**src/rtl/pellet_tracker.sv**
```systemverilog
// Pellet bitmap, score and remaining-count tracker on the 20-pixel tile grid.
// Player tiles are registered one edge before they are checked against the map.
module pellet_tracker #(
    parameter logic [9:0] PELLET_COUNT = 10'd400,
    parameter logic [4:0] DOT_LO       = 5'd8,
    parameter logic [4:0] DOT_HI       = 5'd11
) (
    input  logic        frame_clk,
    input  logic        Reset,
    input  logic        level_restart,
    input  logic [9:0]  playerX,
    input  logic [9:0]  playerY,
    input  logic [9:0]  drawX,
    input  logic [9:0]  drawY,
    output logic        pellet_on,
    output logic [15:0] score_bcd,
    output logic [9:0]  remaining,
    output logic        eat,
    output logic        level_clear
);

    function automatic logic [9:0] div20(input logic [9:0] v);
        return v / 10'd20;
    endfunction

    // Saturating 4-digit BCD increment.
    function automatic logic [15:0] bcd_inc(input logic [15:0] v);
        logic [15:0] r;
        logic        c;
        r = v;
        c = 1'b1;
        if (v != 16'h9999) begin
            for (int i = 0; i < 4; i++) begin
                if (c) begin
                    if (r[i*4 +: 4] == 4'd9) begin
                        r[i*4 +: 4] = 4'd0;
                    end else begin
                        r[i*4 +: 4] = r[i*4 +: 4] + 4'd1;
                        c = 1'b0;
                    end
                end
            end
        end
        return r;
    endfunction

    logic [767:0] r_map;
    logic [9:0]   r_tile_q;
    logic         r_valid_q;
    logic [15:0]  r_score;
    logic [9:0]   r_remaining;
    logic         r_eat;
    logic         r_level_clear;

    // Quotient bounds double as the on-screen test: col < 32 <=> X < 640, row < 24 <=> Y < 480.
    logic [9:0] w_pq_x, w_pq_y;
    logic       w_p_valid;
    logic [9:0] w_p_tile;

    assign w_pq_x    = div20(playerX);
    assign w_pq_y    = div20(playerY);
    assign w_p_valid = (w_pq_x < 10'd32) && (w_pq_y < 10'd24);
    assign w_p_tile  = {w_pq_y[4:0], w_pq_x[4:0]};

    logic [9:0] w_dq_x, w_dq_y;
    logic [9:0] w_dr_x, w_dr_y;
    logic       w_d_valid;
    logic [9:0] w_d_idx;
    logic       w_dot_x, w_dot_y;

    assign w_dq_x    = div20(drawX);
    assign w_dq_y    = div20(drawY);
    assign w_dr_x    = drawX - w_dq_x * 10'd20;
    assign w_dr_y    = drawY - w_dq_y * 10'd20;
    assign w_d_valid = (w_dq_x < 10'd32) && (w_dq_y < 10'd24);
    assign w_d_idx   = w_d_valid ? {w_dq_y[4:0], w_dq_x[4:0]} : 10'd0;
    assign w_dot_x   = (w_dr_x >= {5'd0, DOT_LO}) && (w_dr_x <= {5'd0, DOT_HI});
    assign w_dot_y   = (w_dr_y >= {5'd0, DOT_LO}) && (w_dr_y <= {5'd0, DOT_HI});
    assign pellet_on = w_d_valid && r_map[w_d_idx] && w_dot_x && w_dot_y;

    logic [9:0] w_hit_idx;
    logic       w_hit;

    assign w_hit_idx = r_valid_q ? r_tile_q : 10'd0;
    assign w_hit     = r_valid_q && r_map[w_hit_idx] && !r_level_clear;

    always_ff @(posedge frame_clk or posedge Reset) begin
        if (Reset) begin
            r_map         <= '1;
            r_tile_q      <= 10'd0;
            r_valid_q     <= 1'b0;
            r_score       <= 16'h0000;
            r_remaining   <= PELLET_COUNT;
            r_eat         <= 1'b0;
            r_level_clear <= 1'b0;
        end else begin
            r_tile_q <= w_p_tile;
            if (level_restart) begin
                // Restart wins over a coincident hit; the score is kept.
                r_map         <= '1;
                r_remaining   <= PELLET_COUNT;
                r_level_clear <= 1'b0;
                r_eat         <= 1'b0;
                r_valid_q     <= 1'b0;
            end else begin
                r_valid_q <= w_p_valid;
                if (w_hit) begin
                    r_map[w_hit_idx] <= 1'b0;
                    r_remaining      <= r_remaining - 10'd1;
                    r_score          <= bcd_inc(r_score);
                    r_eat            <= 1'b1;
                    if (r_remaining == 10'd1) begin
                        r_level_clear <= 1'b1;
                    end
                end else begin
                    r_eat <= 1'b0;
                end
            end
        end
    end

    assign score_bcd   = r_score;
    assign remaining   = r_remaining;
    assign eat         = r_eat;
    assign level_clear = r_level_clear;

endmodule

```
**config.mk**
```make
export PLATFORM = sky130hd
export DESIGN_NAME = pellet_tracker
export DESIGN_NICKNAME = d
export VERILOG_FILES = /design/src/rtl/pellet_tracker.sv
export SDC_FILE = /design/constraint.sdc
export NUM_CORES = 2
export LEC_CHECK = 0
export CAP_MARGIN = 5
export CORE_MARGIN = 2
export CORE_UTILIZATION = 25
export DETAILED_ROUTE_END_ITERATION = 10
export PLACE_DENSITY_LB_ADDON = 0.25
export REMOVE_ABC_BUFFERS = 1
export SLEW_MARGIN = 20
export SYNTH_ARGS = -nofsm -noshare
export SYNTH_HDL_FRONTEND = slang
export SYNTH_SLANG_ARGS = --single-unit
```
**constraint.sdc**
```tcl
create_clock -name frame_clk -period 29.6 [get_ports frame_clk]
set_input_delay 2.96 -clock frame_clk [delete_from_list [all_inputs] [get_ports frame_clk]]
set_output_delay 2.96 -clock frame_clk [all_outputs]
set_load 0.1 [all_outputs]
```
==> run metrics <==
status completed; critical path class in -> out; Mapped Area 46700 µm²; arrival time at the worst endpoint 11.68 ns; post-synth top area cell dfstp_2; RR Endpoint r_map[693]; RR Startpoint r_tile_q[1]; post-route antenna net violation count 0; fraction of synthesized cell area in xor and xnor cells 0.844%; Yosys warnings 0; 1st-iter DRT viols 6172; final non-filler cell area 53400 µm²; Netlist cell types 103; HP Start r_map[583]; ys flop type dfstp_2; Nets 5156; commonest non-fill, non-tap cell in the layout a21oi_1; root buf cell clkbuf_16; initial core utilization 25.2%; Synth Area in Compound Gates 23.4%; drt pass-1 iters 6; endpoints failing setup 0; total chip power 3.04 mW; DR vias/cell 5.80; CP delay by family, top buffers and inverters; Final Util 28.8%; Mapped Cells 5231; Final WS setup 14.96 ns; Filler cells 19700; vias 44300; drt total wl 229 mm; crit start category input pin; setup TNS 0 ns; Tcrit/Tclk final 49.5%; Setup crit start drawX[8]; Post-Place Cell Area 50000 µm²; ys async rst share 100%; Synth area leaders dfstp_2 (43%), a21oi_1 (10%), nor2_1 (7.6%), mux2i_1 (3.8%), nand2_1 (2.8%); Top Ports 72; DRC Markers 0; post-synthesis sequential area ratio 45.3%; Port Buffers 63; largest net degree at the start of global routing 177; slowest CP cell clkdlybuf4s50_1; placed insts 7457; Max FO, Critical Path 43; Avg WL per Cell 30.0 µm; clk sinks 807; hpwl dp 133 mm; Worst setup endpoint pellet_on; stages on the worst setup path 18; Max Cap Viol 0; first-pass GRT wire length 323 mm; worst skew pair latency 0.76 ns; post-synthesis simple-gate area fraction 16.0%; flop2flop setup slack 22.08 ns; layout cells sized above 1 26.4%; row count 158; hold_buf cts 0; total CTS buffers 97; overall die height 436 µm; largest family of logic cells by synthesized area compound AO/OA/AOI/OAI gates; post-synthesis mux area share 7.83%; core area 185000 µm²; non-filler cells, final 7642; die width 436 µm; CTS H-tree depth 3; R2R depth 15; CP peak stage delay 1.30 ns; Worst setup EP type primary output; maximum clock rate 0.0683 GHz; Post-synth EDFFs 0; Worst VDD drop 43.0 µV; slew of the pin with the lowest slew margin 1.25 ns; WP data required 26.64 ns; clk buf depth 3; DP Worst Slack 15.04 ns; # resized after CTS 0; most frequent cells in the layout a21oi_1 (964), nor2_1 (893), dfstp_2 (771), nand2_1 (351), o22ai_1 (179); Adder-Cell Fraction of Synth Area 1.14%; GRT Overall Usage 23.2%; GR Overflow Total 0; number of hold violations in the final report 0; Clock transition at path regs 0.05 ns; Post-CTS Setup Bufs 0; die area 190000 µm²; Worst Path Buf+Inv 5; leakage power 19.3 nW; mean area per synthesized cell 8.92 µm²; gpl congestion 0.912; crit-path cells clkdlybuf4s50_1, nor2b_1, xnor2_1, a21oi_1, o2111ai_1, a31oi_4, nor2_4, inv_6, buf_4, buf_4, a221oi_1, a2111oi_0, o211ai_1, o311ai_0, nor3b_1, o31ai_1, a311oi_1, clkdlybuf4s50_1; post-route minimum period 14.64 ns; number of global-route vias before repair 42300; Slew headroom 16.5%; initial antenna violation count 12; Worst Hold Slack 0.491 ns; Synth top area share 43.4%; skew final 0.0597 ns; Pwr per Cell Area 57.0 nW/µm²; Synth Register Bits 807; TritonCTS clock tree done; Slew Limit Fails 0; RSZ-0062 raised after global routing false; area delta synth->final 14.4%; worst min-delay path class reg -> reg
==> how the worst min path moves through the flow <==
stage | to | depth (start not counted) | slack (ns)
6_report | r_map[583] | 2 | 0.49
5_1_grt | r_map[80] | 2 | 0.51
4_1_cts | r_map[45] | 2 | 0.49
3_5_place_dp | r_map[45] | 2 | 0.48
3_3_place_gp | r_map[84] | 2 | 0.48
2_1_floorplan | r_map[45] | 2 | 0.47
==> flip-flops by register name, summed over array words and instances, names as in the netlist <==
name	count
remaining	10
score_bcd	16
r_valid_q	1
eat	1
level_clear	1
r_tile_q	10
r_map	768
==> power by group <==
part | internal (mW) | total (mW) | switching, mW
clock | 0.770 | 1.30 | 0.532
sequential | 1.12 | 1.14 | 0.0231
combinational | 0.157 | 0.603 | 0.446
==> cells in the mapped netlist, types with 61 or more instances <==
library cell and count:
a21oi_1 967, nor2_1 947, dfstp_2 771, nand2_1 354
clkbuf_1 253, o22ai_1 179, mux2i_1 175, buf_2 172
o21ai_0 96, mux2_2 76, nand3_1 76, a221oi_1 75
o211ai_1 63, inv_1 61
==> routing by layer <==
metal  share of wire (%)  GRT usage, %
met1                  41          31.1
met2                  43          34.2
met3                  11          5.92
met4                 5.6          12.0
met5               0.048         0.302
==> cells by family (layout without fill, tap and decap cells) <==
group                      count (synthesis)  after routing
buffers and inverters                    558            484
xor gates and xnor gates                  45             45
other                                      0              5
AOI/OAI and AO/OA                       1781           1781
and+or+nand+nor                         1697           1697
DFF                                      807            807
adders and majority gates                 41             41
muxes                                    302            302
==> layout make-up <==
class | count | area, µm² | area share, %
Multi-Input combinational cell | 3866 | 23400 | 43.8
Sequential cell | 807 | 21200 | 39.6
Tap cell | 2480 | 3100 | 5.81
Clock buffer | 142 | 2830 | 5.29
Timing Repair Buffer | 239 | 2030 | 3.80
Clock inverter | 37 | 597 | 1.12
Inverter | 66 | 262 | 0.490
Antenna cell | 5 | 12.5 | 0.0234
==> worst reg2reg max path, cell delays in order, from the launching register on <==
cell       delay (ns)
dfrtp_4          0.88
buf_4            0.60
o21a_4           0.64
buf_4            0.89
nor2_1           0.13
a21oi_1          0.20
o22ai_1          0.12
o41a_1           0.54
a2111oi_2        0.51
a311oi_1         0.12
o32ai_2          0.66
nand3b_2         0.52
or2_2            0.62
nor2_2           0.48
buf_4            0.38
a21oi_1          0.12
Note: power is estimated with default switching activity, not from simulation.
